==> src/rtl/alu_4_bit.sv <==
// Registered 4-bit ALU: eight opcodes, result plus carry/zero/neg/ovf flags,
// one-cycle latency, one request accepted per clock.
module alu_4_bit (
  input  logic       clk,
  input  logic       rst,
  input  logic [3:0] A,
  input  logic [3:0] B,
  input  logic [2:0] SEL,
  input  logic       in_valid,
  output logic [3:0] RESULT,
  output logic       carry,
  output logic       zero,
  output logic       neg,
  output logic       ovf,
  output logic       out_valid
);

  typedef enum logic [2:0] {
    OP_ADD = 3'b000,
    OP_SUB = 3'b001,
    OP_AND = 3'b010,
    OP_OR  = 3'b011,
    OP_NOT = 3'b100,
    OP_XOR = 3'b101,
    OP_SHL = 3'b110,
    OP_SHR = 3'b111
  } op_e;

  // Handshake: a request is accepted on any rising edge where in_valid=1 and
  // rst=0; there is no ready, so the producer never stalls. out_valid is high
  // for exactly the cycle after each accepted request.

  op_e        op;
  logic [4:0] sum5;
  logic [4:0] diff5;
  logic [3:0] r_c;
  logic       carry_c;
  logic       ovf_c;

  logic [3:0] result_d, result_q;
  logic       carry_d, carry_q;
  logic       zero_d, zero_q;
  logic       neg_d, neg_q;
  logic       ovf_d, ovf_q;
  logic       out_valid_d, out_valid_q;

  assign op    = op_e'(SEL);
  assign sum5  = {1'b0, A} + {1'b0, B};
  assign diff5 = {1'b0, A} - {1'b0, B};

  // Unary ops never reference B so an undriven B cannot leak into any output.
  always_comb begin
    r_c     = 4'b0000;
    carry_c = 1'b0;
    ovf_c   = 1'b0;
    case (op)
      OP_ADD: begin
        r_c     = sum5[3:0];
        carry_c = sum5[4];
        ovf_c   = (A[3] == B[3]) && (sum5[3] != A[3]);
      end
      OP_SUB: begin
        r_c     = diff5[3:0];
        carry_c = ~diff5[4];
        ovf_c   = (A[3] != B[3]) && (diff5[3] != A[3]);
      end
      OP_AND: r_c = A & B;
      OP_OR:  r_c = A | B;
      OP_NOT: r_c = ~A;
      OP_XOR: r_c = A ^ B;
      OP_SHL: begin
        r_c     = {A[2:0], 1'b0};
        carry_c = A[3];
      end
      OP_SHR: begin
        r_c     = {1'b0, A[3:1]};
        carry_c = A[0];
      end
      default: begin
        r_c     = 4'b0000;
        carry_c = 1'b0;
        ovf_c   = 1'b0;
      end
    endcase
  end

  always_comb begin
    result_d    = result_q;
    carry_d     = carry_q;
    zero_d      = zero_q;
    neg_d       = neg_q;
    ovf_d       = ovf_q;
    out_valid_d = in_valid;
    if (in_valid) begin
      result_d = r_c;
      carry_d  = carry_c;
      zero_d   = (r_c == 4'b0000);
      neg_d    = r_c[3];
      ovf_d    = ovf_c;
    end
  end

  // zero clears with the rest: no valid result exists straight after reset.
  always_ff @(posedge clk) begin
    if (rst) begin
      result_q    <= 4'b0000;
      carry_q     <= 1'b0;
      zero_q      <= 1'b0;
      neg_q       <= 1'b0;
      ovf_q       <= 1'b0;
      out_valid_q <= 1'b0;
    end else begin
      result_q    <= result_d;
      carry_q     <= carry_d;
      zero_q      <= zero_d;
      neg_q       <= neg_d;
      ovf_q       <= ovf_d;
      out_valid_q <= out_valid_d;
    end
  end

  assign RESULT    = result_q;
  assign carry     = carry_q;
  assign zero      = zero_q;
  assign neg       = neg_q;
  assign ovf       = ovf_q;
  assign out_valid = out_valid_q;

endmodule

==> config.mk <==
export PLATFORM = sky130hd
export DESIGN_NAME = alu_4_bit
export DESIGN_NICKNAME = d
export VERILOG_FILES = /design/src/rtl/alu_4_bit.sv
export SDC_FILE = /design/constraint.sdc
export NUM_CORES = 1
export LEC_CHECK = 0
export ABC_AREA = 1
export CAP_MARGIN = 20
export CORE_MARGIN = 4
export CORE_UTILIZATION = 53
export DETAILED_ROUTE_END_ITERATION = 8
export PLACE_DENSITY = 0.84
export SLEW_MARGIN = 25
export SYNTH_ARGS = -nofsm -noshare
export SYNTH_HDL_FRONTEND = slang
export SYNTH_SLANG_ARGS = --single-unit
==> constraint.sdc <==
create_clock -name clk -period 5 [get_ports clk]
set_input_delay 1 -clock clk [delete_from_list [all_inputs] [get_ports clk]]
set_output_delay 1 -clock clk [all_outputs]
set_load 0.05 [all_outputs]
; Word level (Yosys, flattened, before mapping)
; Cells that the tools add are included.
[totals]
ff_bits = 9
[op_classes]
n_mux = 3
n_eq_ne = 11
n_bitwise = 5
n_reduce_logical = 4
addsub = 2
[ops]
columns = operator, count
row1 = $pmux W4 S8, 1
row2 = $eq A3 B3 Y1 const B, 4
row3 = $eq A3 B2 Y1 const B, 2
row4 = $add A4 B4 Y5, 1
row5 = $sub A4 B4 Y5, 1
row6 = $and A4 B4 Y4, 1
row7 = $logic_not A4 Y1, 1
row8 = $not A4 Y4, 1
row9 = $or A4 B4 Y4, 1
row10 = $pmux W1 S4, 1
row11 = $xor A4 B4 Y4, 1
row12 = $eq A3 B1 Y1 const B, 1
row13 = $logic_not A3 Y1, 1
row14 = $ne A1 B1 Y1, 3
row15 = $logic_and A1 B1 Y1, 2
row16 = $pmux W1 S2, 1
row17 = $eq A1 B1 Y1, 1
row18 = $not A1 Y1, 1

; Logic depth before layout (Yosys ltp)
[depth]
depth_word = 4
ltp_mapped = 13
ltp_nobuf = 12

; Least setup slack after synthesis
; No wires, ideal clock.
[synth_timing]
kind = input to register
start = input port A[0]
end = register zero_q (netlist: zero)
stages = 11
t_required_ns = 4.930
path_buffers = 0
t_arrival_ns = 2.284
slack_ns = 2.646
path_cell_list = inv_1 ha_1 fa_1 inv_1 nand3_1 nand2_1 nor2_1 nand3_1 nor2_1 nand3_1 a21oi_1
[synth_between]
elab_chain_len = 3
[synth_lines]
columns = item, line
row1 = start: declaration, 6  ; input logic [3:0] A,
row2 = $sub A4 B4 Y5 (tied with other cells), 49  ; assign diff5 = {1'b0, A} - {1'b0, B};
row3 = $pmux W4 S8 *, 56  ; case (op)
row4 = $logic_not A4 Y1 *, 97  ; zero_d = (r_c == 4'b0000);
row5 = end signal: assignment, 115  ; zero_q <= zero_d;
row6 = end: declaration, 42  ; logic zero_d, zero_q;
; Every way passes the cells marked *; elsewhere a longest branch is shown, timed or not.
; A chain may end at the register's enable or synchronous reset.

; Final worst setup path
; Same ends and word-level chain as after synthesis.

==> flow_metrics.tcl <==
set metrics [dict create \
    ys_async_sr_fraction_pct 0 \
    initial_core_util_pct 56.4 \
    clk_latency_ns 0.25 \
    seq_area_um2 160 \
    grt_max_degree 15 \
    place_area_um2 1190 \
    yosysMostFrequentCell "nand2_1" \
    rows 15 \
    pre_cts_slack_ns 1.95 \
    crit_path_start_kind "input pin" \
    cp.arrival_ns 3.02 \
    drv_cap 0 \
    ant_nets 0 \
    htree_levels 1 \
    die-area_um2 2590 \
    dp_hpwl_um 2000 \
    status "completed" \
    synth_area_leader_cell "dfxtp_1" \
    syn_inst 155 \
    fin_skew_ns 0 \
    cts_hold_buffers 0 \
    syn_area_um2 975 \
    cts_resized 0 \
    die_h_um 50.9 \
    first_pass_iters 4 \
    slew_headroom_pct 65.1 \
    ys_ff_latch 8 \
    multi_input_area_um2 681 \
    grt_use_total_pct 21.6 \
    wl_um 2520 \
    power_uw 229 \
    synth_top_area_share_pct 16.4 \
    ys_types 27 \
    final_nets 203 \
    synth.area.top_cells "dfxtp_1 (16%), ha_1 (15%), nand2_1 (11%)" \
    instances_no_fill 198 \
    pwr_density_cell_nw_per_um2 189 \
    num_vias 1066 \
    p_leak_nw 0.595 \
    synth_flop_cell "dfxtp_1" \
    clockRootBuffer "clkbuf_4" \
    clkSinkCount 8 \
    dp.cells 195 \
    final_area_um2 1210 \
    critPathRequiredTime_ns 5.19 \
    ir_drop_mv 0.179 \
    holdPathStages 1 \
    slew_viol_final 0 \
    rr_worst_depth 2 \
    rsz0062_at_grt "false" \
    wirelength_met1_um 1130 \
    antenna_found_initial 0 \
    hold_viol 0 \
    area_growth_pct 24.0 \
    grt_pass1_vias 1024 \
    gp_congestion 0.993 \
    clockBufferDepth 2 \
    yosys-top-cells-count "nand2_1 (28), inv_1 (23), nor2_1 (19)" \
    core-area_um2 1730 \
    grt_pass1_wl_um 4350 \
    n_antenna_cell 0 \
    pin_count 23 \
    synth_nets 183 \
    synth-edff-count 0 \
    die_x_um 50.9 \
    post-route-util_pct 70.0 \
    portBuffers 22 \
    cts_buffers 3 \
    yosysSeqAreaShare_pct 16.4 \
    dr_wl_met2_um 1190 \
    setup_slack_ns 2.17 \
    drtIter0Drc 42 \
    clk_pin_slew_ns 0.05 \
    tightest_slew_ns 0.521 \
    top_layer "met4" \
    ys_warn_count 0 \
    worst-path-max-fanout 5 \
    viasPerCell 5.38 \
    cts_tree "built" \
    finalCritPeriodShare_pct 56.6 \
    route.met3.wl_um 188 \
    min_path_type "reg2reg" \
    critPathKind "in2reg" \
    route.detailed.drc 0 \
    hold-worst-slack_ns 0.481 \
    wire_per_inst_um 12.7 \
    post_cts_buffers 0 \
    post-route-min-period_ns 2.83 \
    fillers 159 \
    finalSetupViolCount 0 \
    end_kind "flop" \
    final_layout_size_suffix_gt1_share_pct 5.20 \
    max_freq_ghz 0.353 \
    tns_ns 0 \
    grt-ovfl-total 0 \
    synth_area_per_cell_um2 6.29 \
]
-- area by class of cell --
class	count	share of cell area, %
multi-input combinational	115	56.3
tap	25	2.59
timing repair buffer	22	18.2
sequential	8	13.3
inverter	25	7.76
clock buffer	3	1.86
-- placed cells by master, fill, tap and decap left out --
| master | instances |
|---|---|
| nor2_1 | 19 |
| clkbuf_4 | 3 |
| o21ai_1 | 1 |
| nand2_1 | 28 |
| inv_1 | 23 |
| xor2_1 | 1 |
| o21bai_1 | 2 |
| fa_1 | 2 |
| nor2_2 | 1 |
| a21oi_1 | 8 |
| a31oi_1 | 2 |
| nand2_2 | 1 |
| o21ai_0 | 9 |
| inv_2 | 2 |
| o22ai_1 | 1 |
| nand3_1 | 15 |
| or2_2 | 1 |
| o22a_1 | 1 |
| clkdlybuf4s50_1 | 22 |
| dfxtp_1 | 8 |
| xnor2_1 | 1 |
| nor3_1 | 1 |
| o211a_1 | 1 |
| nand4_1 | 7 |
| nor2_4 | 1 |
| ha_1 | 12 |
-- sequential cells by signal (all words and copies together), names as in the netlist --
register   flops
RESULT         4
carry          1
out_valid      1
ovf            1
zero           1
-- critical path, cell delays in order --
cell	delay (ns)
clkdlybuf4s50_1	0.48
inv_1	0.10
ha_1	0.26
fa_1	0.42
xnor2_1	0.17
nor2_1	0.07
nor2_1	0.09
nand2_1	0.06
nor2_1	0.15
nand3_1	0.10
a21oi_1	0.12
-- logic make-up (layout without fill, tap and decap cells) --
logic type,after synthesis,after routing,share of synthesized area (%)
AOI/OAI and AO/OA,25,25,14.6
xor gates and xnor gates,2,2,1.80
adders and majority gates,14,14,19.5
buffers and inverters,32,50,13.7
DFF,8,8,16.4
and+or+nand+nor,74,74,33.9
-- per-layer routing --
layer / vias to the layer above / track usage [%]
li1: 539 / -
met1: 474 / 27.6
met2: 51 / 36.3
met3: 2 / 5.54
met4: 0 / 4.93
met5: - / 0
-- worst paths after layout --
| check | start | endpoint | slack, ns |
|---|---|---|---|
| setup reg to reg | RESULT[3] | RESULT[3] | 4.35 |
| hold reg to reg | RESULT[0] | RESULT[0] | 0.48 |
| setup / recovery | A[0] | zero | 2.17 |
| hold / removal | RESULT[0] | RESULT[0] | 0.48 |
-- report_power, final --
group	leakage (nW)	internal, mW	switching, mW	total (mW)
Clock	0.0138	0.0275	0.0224	0.0499
Combinational	0.515	0.0402	0.0681	0.108
Sequential	0.0662	0.0684	0.00200	0.0704
Note: power is estimated with default switching activity, not from simulation.
